<file path="src/rtl/divu_pkg.sv">
// Shared definitions for the sequential unsigned divider: FSM state encoding and default width.
package divu_pkg;

   localparam int DIVU_WIDTH = 32;

   typedef enum logic [1:0] {
      S_IDLE = 2'd0,
      S_RUN  = 2'd1,
      S_DONE = 2'd2
   } state_t;

endpackage

</file>
<file path="src/rtl/divu_step.sv">
// One restoring division step: shift {rem,quo} left by one, then subtract the divisor if it fits.
module divu_step #(
   parameter int WIDTH = 32
) (
   input  logic [WIDTH:0]   rem_in,
   input  logic [WIDTH-1:0] quo_in,
   input  logic [WIDTH-1:0] divisor,
   output logic [WIDTH:0]   rem_out,
   output logic [WIDTH-1:0] quo_out
);

   logic [WIDTH+1:0] shifted;
   logic [WIDTH+1:0] diff;
   logic             fits;

   // rem_in is always below the divisor, so the top shifted bit stays zero; it is kept for a full-width compare
   always_comb begin
      shifted = {rem_in, quo_in[WIDTH-1]};
      diff    = shifted - {2'b00, divisor};
      fits    = (shifted >= {2'b00, divisor});
      rem_out = fits ? (WIDTH+1)'(diff) : (WIDTH+1)'(shifted);
      quo_out = {quo_in[WIDTH-2:0], fits};
   end

endmodule

</file>
<file path="src/rtl/divu_seq.sv">
// Iterative restoring unsigned divider, one quotient bit per clock, with start/busy/done handshake.
module divu_seq
   import divu_pkg::*;
#(
   parameter int WIDTH = DIVU_WIDTH
) (
   input  logic             clk,
   input  logic             reset,
   input  logic             start,
   input  logic [WIDTH-1:0] dividend,
   input  logic [WIDTH-1:0] divisor,
   output logic [WIDTH-1:0] q,
   output logic [WIDTH-1:0] r,
   output logic             busy,
   output logic             done,
   output logic             div_by_zero
);

   localparam int             CW   = $clog2(WIDTH);
   localparam logic [CW-1:0]  LAST = CW'(WIDTH - 1);

   state_t           state;
   logic [CW-1:0]    cnt;
   logic [WIDTH:0]   rem;
   logic [WIDTH-1:0] quo;
   logic [WIDTH-1:0] dsr;
   logic             dz_pend;
   logic [WIDTH:0]   rem_nx;
   logic [WIDTH-1:0] quo_nx;

   divu_step #(.WIDTH(WIDTH)) u_step (
      .rem_in  (rem),
      .quo_in  (quo),
      .divisor (dsr),
      .rem_out (rem_nx),
      .quo_out (quo_nx)
   );

   // A zero divisor waits one extra idle cycle (dz_pend) so its done lands after the second edge
   always_ff @(posedge clk or negedge reset) begin
      if (!reset) begin
         state       <= S_IDLE;
         cnt         <= '0;
         rem         <= '0;
         quo         <= '0;
         dsr         <= '0;
         dz_pend     <= 1'b0;
         q           <= '0;
         r           <= '0;
         busy        <= 1'b0;
         done        <= 1'b0;
         div_by_zero <= 1'b0;
      end else begin
         done <= 1'b0;
         case (state)
            S_IDLE, S_DONE: begin
               if (dz_pend) begin
                  dz_pend     <= 1'b0;
                  q           <= '1;
                  r           <= quo;
                  div_by_zero <= 1'b1;
                  done        <= 1'b1;
                  state       <= S_DONE;
               end else if (start) begin
                  rem         <= '0;
                  quo         <= dividend;
                  dsr         <= divisor;
                  cnt         <= '0;
                  div_by_zero <= 1'b0;
                  if (divisor != '0) begin
                     busy  <= 1'b1;
                     state <= S_RUN;
                  end else begin
                     dz_pend <= 1'b1;
                     state   <= S_IDLE;
                  end
               end else begin
                  state <= S_IDLE;
               end
            end
            S_RUN: begin
               rem <= rem_nx;
               quo <= quo_nx;
               cnt <= cnt + 1'b1;
               if (cnt == LAST) begin
                  q     <= quo_nx;
                  r     <= rem_nx[WIDTH-1:0];
                  busy  <= 1'b0;
                  done  <= 1'b1;
                  state <= S_DONE;
               end
            end
            default: state <= S_IDLE;
         endcase
      end
   end

endmodule

</file>
<file path="config.mk">
export PLATFORM = sky130hd
export DESIGN_NAME = divu_seq
export DESIGN_NICKNAME = d
export VERILOG_FILES = /design/src/rtl/divu_pkg.sv /design/src/rtl/divu_step.sv /design/src/rtl/divu_seq.sv
export SDC_FILE = /design/constraint.sdc
export NUM_CORES = 1
export LEC_CHECK = 0
export CORE_MARGIN = 8
export CORE_UTILIZATION = 58
export CTS_CLUSTER_DIAMETER = 100
export CTS_CLUSTER_SIZE = 16
export DETAILED_ROUTE_END_ITERATION = 7
export DONT_BUFFER_PORTS = 1
export GPL_TIMING_DRIVEN = 0
export PLACE_DENSITY_LB_ADDON = 0.2
export SKIP_CTS_REPAIR_TIMING = 1
export SYNTH_ARGS = -nofsm -noshare
export SYNTH_HDL_FRONTEND = slang
export SYNTH_SLANG_ARGS = --single-unit
</file>
<file path="constraint.sdc">
create_clock -name clk -period 3.3 [get_ports clk]
set_input_delay 0.66 -clock clk [delete_from_list [all_inputs] [get_ports clk]]
set_output_delay 0.66 -clock clk [all_outputs]
set_load 0.1 [all_outputs]
</file>
# Word-level counts from Yosys, hierarchy flattened
# Cells that the tools add are included.
# totals
out_inout_bits,67
romBits,0
register_bits,172
ramBits,0
memories,0
in_bits,67
word_cells,67
latch_bits,0
# classes
magnitude_cmp,1
reduce_logical,10
n_eq_ne,8
multipliers,0
muxes,34
n_bitwise,1
shift,0
div,0
add_sub_neg,2
# ops
op,count
two-way mux 32 bit,6
one-hot mux 32 bit (2 select lines),3
two-way mux 33 bit,3
one-hot mux 33 bit (2 select lines),1
greater-or-equal comparator 34 x 32 -> 1 bit,1
subtractor 33 x 32 -> 33 bit,1
nonzero test 32 bit,1
two-way mux 1 bit,12
two-way mux 5 bit,2
inequality test 2 bit (second input constant),5
one-hot mux 5 bit (2 select lines),1
AND reduction 3 bit,3
two-way mux 2 bit,3
adder 5 x 1 -> 5 bit (second input constant),1
== test 5 bit (second input constant),1
AND reduction 5 bit,1
one-hot mux 1 bit (2 select lines),2
one-hot mux 2 bit (2 select lines),1
nonzero test 2 bit,2
== test 2 x 1 -> 1 bit (second input constant),1
== test 2 bit (second input constant),1
zero test 2 bit,1
AND reduction 2 bit,1
OR reduction 2 bit,1
NOT 1 bit,1

# Logic depth before layout (Yosys ltp)
# depth
ltp_word,5
depth_mapped,15
ltp_nobuf,12

# Cells and area by module
# Synthesis repeated with hierarchy kept, for this count alone.
# unflattened
cells_unflattened,1098
area_unflattened_um2,9507.9
# by_module_without_submodules
mod,seq_area_each_um2,area_each_um2,cells_per_inst,instances
divu_seq,4304.1,7076.8,720,1
divu_step,0.0,2431.1,378,1

# Worst setup path after synthesis
# OpenSTA, ideal clock, no wires.
# synth_timing
path_kind,flip-flop to flip-flop
from,register quo[31]
to,register rem[27]
period_less_slack_ps,3151
setup_ps,135
t_arrival_ps,3016
required_ps,3165
stages_incl_launch_ff,16
path_slack_ps,149
n_path_buf,3
path_cell_list,dfrtp_1 -> inv_1 -> ha_1 -> inv_1 -> fa_1 -> a21oi_1 -> o22a_1 -> a211oi_2 -> a41o_1 -> or4_4 -> buf_6 -> and2_4 -> buf_6 -> buf_2 -> a31oi_1 -> o21ai_0
# synth_between
elab_chain_cells,3
word_cells_on_any_way,4
cone_classes,add/sub (1); order compare (1); mux (2)
# synth_lines
item,line_no,text
start: declaration,divu_seq.sv:25,logic [WIDTH-1:0] quo;
start signal: assignment,divu_seq.sv:66,quo <= dividend;
start signal: assignment,divu_seq.sv:83,quo <= quo_nx;
subtractor 33 x 32 -> 33 bit or greater-or-equal comparator 34 x 32 -> 1 bit (tied branches),"divu_step.sv:19, divu_step.sv:20",
two-way mux 33 bit *,divu_step.sv:21,rem_out = fits ? (WIDTH+1)'(diff) : (WIDTH+1)'(shifted);
one-hot mux 33 bit (2 select lines) *,divu_seq.sv:55,case (state)
end signal: assignment,divu_seq.sv:82,rem <= rem_nx;
end: declaration,divu_seq.sv:24,logic [WIDTH:0] rem;
# Mark *: on every way between the ends. The rest lies on a longest branch, timed or not.
# A chain may end at the register's enable or synchronous reset.

# Worst setup path after layout
# layout_timing
from,register quo[31]
to,register rem[28]
# Same word-level chain as after synthesis.

==> results.md <==
* Area Growth Syn to Fin at 14.32%
* Number of enable flip-flop cells after synthesis at 0
* Cells on worst reg2reg path at 13
* Commonest non-fill, non-tap cell in the layout: dfrtp_1
* Fmax at 298.9 MHz
* Final worst slack at -0.04556 ns
* CTS tree: yes
* Status: finished, violations left
* Num ports at 134
* Relative slew slack at 15.16%
* CP Capture Type: register
* Worst skew pair latency at 0.44 ns
* Drt via density at 6.266
* Largest stage delay, worst path at 0.60 ns
* R2R Setup Slk at -0.05 ns
* Register area share after synthesis at 46.38%
* Slowest cell on crit path: or4_4
* Final worst path period share at 101.4%
* Setup TNS at -0.2337 ns
* CP startpoint kind: register
* Final non-filler cell total at 1329
* Share of post-route cells with drive strength above 1 at 9.254%
* DPL Wire Length at 21200 µm
* Drt first pass iters at 5
* Cells after Synth at 1076
* Most frequent cells in the layout: dfrtp_1, nand2_1, nor2_1, a21oi_1, o21ai_0
* Clk sinks at 172
* Cell variety after synth at 58
* Critical Path RT at 3.65 ns
* Syn nets at 1178
* #FFs+latches synth at 172
* Synthesized area per cell at 8.625 µm²
* RSZ-0062 raised after global routing: yes
* Global placement routability congestion at 0.9005
* Cts bufs inserted at 17
* Max cap viols at 0
* YS warnings at 0
* Final Cell Area at 10610 µm²
* Final Max Tran Viols at 0
* ANT cells at 0
* Final min period at 3.346 ns
* Final hold violations at 172
* Grt ovf at 0
* First-pass GRT wire length at 44350 µm
* Post-route DRC at 0
* Drt wl/cell at 21.79 µm
* Via count at 8327
* Initial core utilization at 58.85%
* Die height at 142.5 µm
* Root buf cell: clkbuf_16
* Failing checks: hold timing, setup timing
* Min Hold Slack at -0.08444 ns
* Largest net degree at the start of global routing at 173
* # H-tree levels at 4
* Worst-path fanout max at 10
* Die ar. at 20300 µm²
* Ys flop type: dfrtp_1
* Asr flop ratio synth at 100.0%
* Clock Skews at 0.01348 ns
* Fill cells at 1347
* Setup violations, final at 16
* Post-DRT Antenna Nets at 0
* Tot GR Track Use at 28.26%
* Placed Cells at 1292
* Initial antenna violation count at 0
* Hold Crit Class: input pin to async pin
* Die W at 142.5 µm
* Reg clk slew, reported paths at 0.07 ns
* Max clock buf depth at 2
* WS Path Type: register to register
* I/O Buffers at 0
* Slew @ Worst Pin at 1.268 ns
* Core Area at 15770 µm²
* Synth Cell Area at 9280 µm²
* DRT iter0 DRCs at 828
* Crit path DAT at 3.70 ns
* Final Net Count at 1203
* Num rows at 46
* Vias in the first global route at 7975
* Final wirelength at 28960 µm
* Area after DPL at 9550 µm²
* Crit path cell chain: inv_1, ha_2, inv_2, fa_2, a21oi_4, o22a_1, a211oi_4, a41o_1, or4_4, and2_4, buf_12, mux2i_4, o21ai_1
==> final timing paths <==
kind,from,to
max reg2reg,quo[31],rem[28]
max in group asynchronous,reset,dsr[15]
max,quo[31],rem[28]
min reg2reg,dsr[0],dsr[0]
min in group clk,divisor[0],dsr[0]
min,reset,rem[28]
==> sequential cells by signal (all words and copies together) (netlist names) <==
| name | cells |
|---|---|
| done | 1 |
| state | 2 |
| cnt | 5 |
| div_by_zero | 1 |
| rem | 33 |
| q | 32 |
| quo | 32 |
| dz_pend | 1 |
| r | 32 |
| dsr | 32 |
| busy | 1 |
==> cell type report <==
type                            instances  area, µm²  area share [%]
Multi-Input combinational cell        787       4853           45.75
Sequential cell                       172       4304           40.57
Clock inverter                         12      131.4           1.238
Tap cell                              216      270.3           2.547
Buffer                                 69      331.6           3.125
Clock buffer                           19      442.9           4.175
Inverter                               44      165.2           1.557
Timing Repair Buffer                   10      110.1           1.038
==> routing by layer <==
layer | share of wire [%] | routed length (µm) | GRT usage (%)
met1 | 42 | 12230 | 37.54
met2 | 47 | 13600 | 44.69
met3 | 8.2 | 2374 | 6.407
met4 | 2.6 | 752 | 9.676
met5 | 0 | 0 | 0
==> logic make-up (layout without fill, tap and decap cells) <==
kind of cell               Yosys count  after routing  share of synthesized area (%)
and+or+nand+nor                    388            388                          18.94
AOI/OAI and AO/OA                  315            315                          19.73
DFF                                172            172                          46.38
adders and majority gates           35             35                          4.800
muxes                               23             23                          2.508
buffers and inverters              117            154                          5.191
xor gates and xnor gates            26             26                          2.454
==> stage by stage <==
stage | util (%) | setup WS (ns)
after global routing | 67.27 | -0.09814
after detailed placement | 60.56 | -0.5322
after global placement | 60.56 | -0.5018
final | 67.27 | -0.04556
after CTS | 64.20 | -0.5610
after floorplan | - | 0.1486
==> cells in the mapped netlist (all sizes together) (3+ instances only) <==
cell type	number	area [µm²]
xor2	7	61.31
nand2	155	581.8
mux2i	21	210.2
nor2	96	360.4
o22a	3	26.28
nor2b	5	31.28
nand3	46	230.2
o21bai	3	22.52
a31oi	43	269.0
dfrtp	172	4304
nor3	14	85.08
ha	34	425.4
and2	4	27.53
o22ai	3	18.77
and3	26	162.7
xnor2	19	166.4
a211oi	8	77.57
or3	5	31.28
nand4	14	87.58
nand2b	5	31.28
buf	11	83.83
a21boi	4	30.03
a21o	8	60.06
o21ai	112	560.5
nor4	10	62.56
o21a	5	37.54
a21oi	99	495.5
inv	44	165.2
or4	3	26.27
o31ai	8	65.06
a41oi	3	26.28
clkbuf	62	232.7
==> worst max-delay path, delay by kind of cell (launching register included) <==
family,cells,cell delay (ns)
fa+ha+maj,2,0.57
flops,1,0.42
buf+inv,3,0.31
mux,1,0.21
compound gates,5,0.94
simple gates,2,0.83
Power is not shown: default switching activity piles up to over one toggle a cycle in this logic, so the estimate is an artifact.
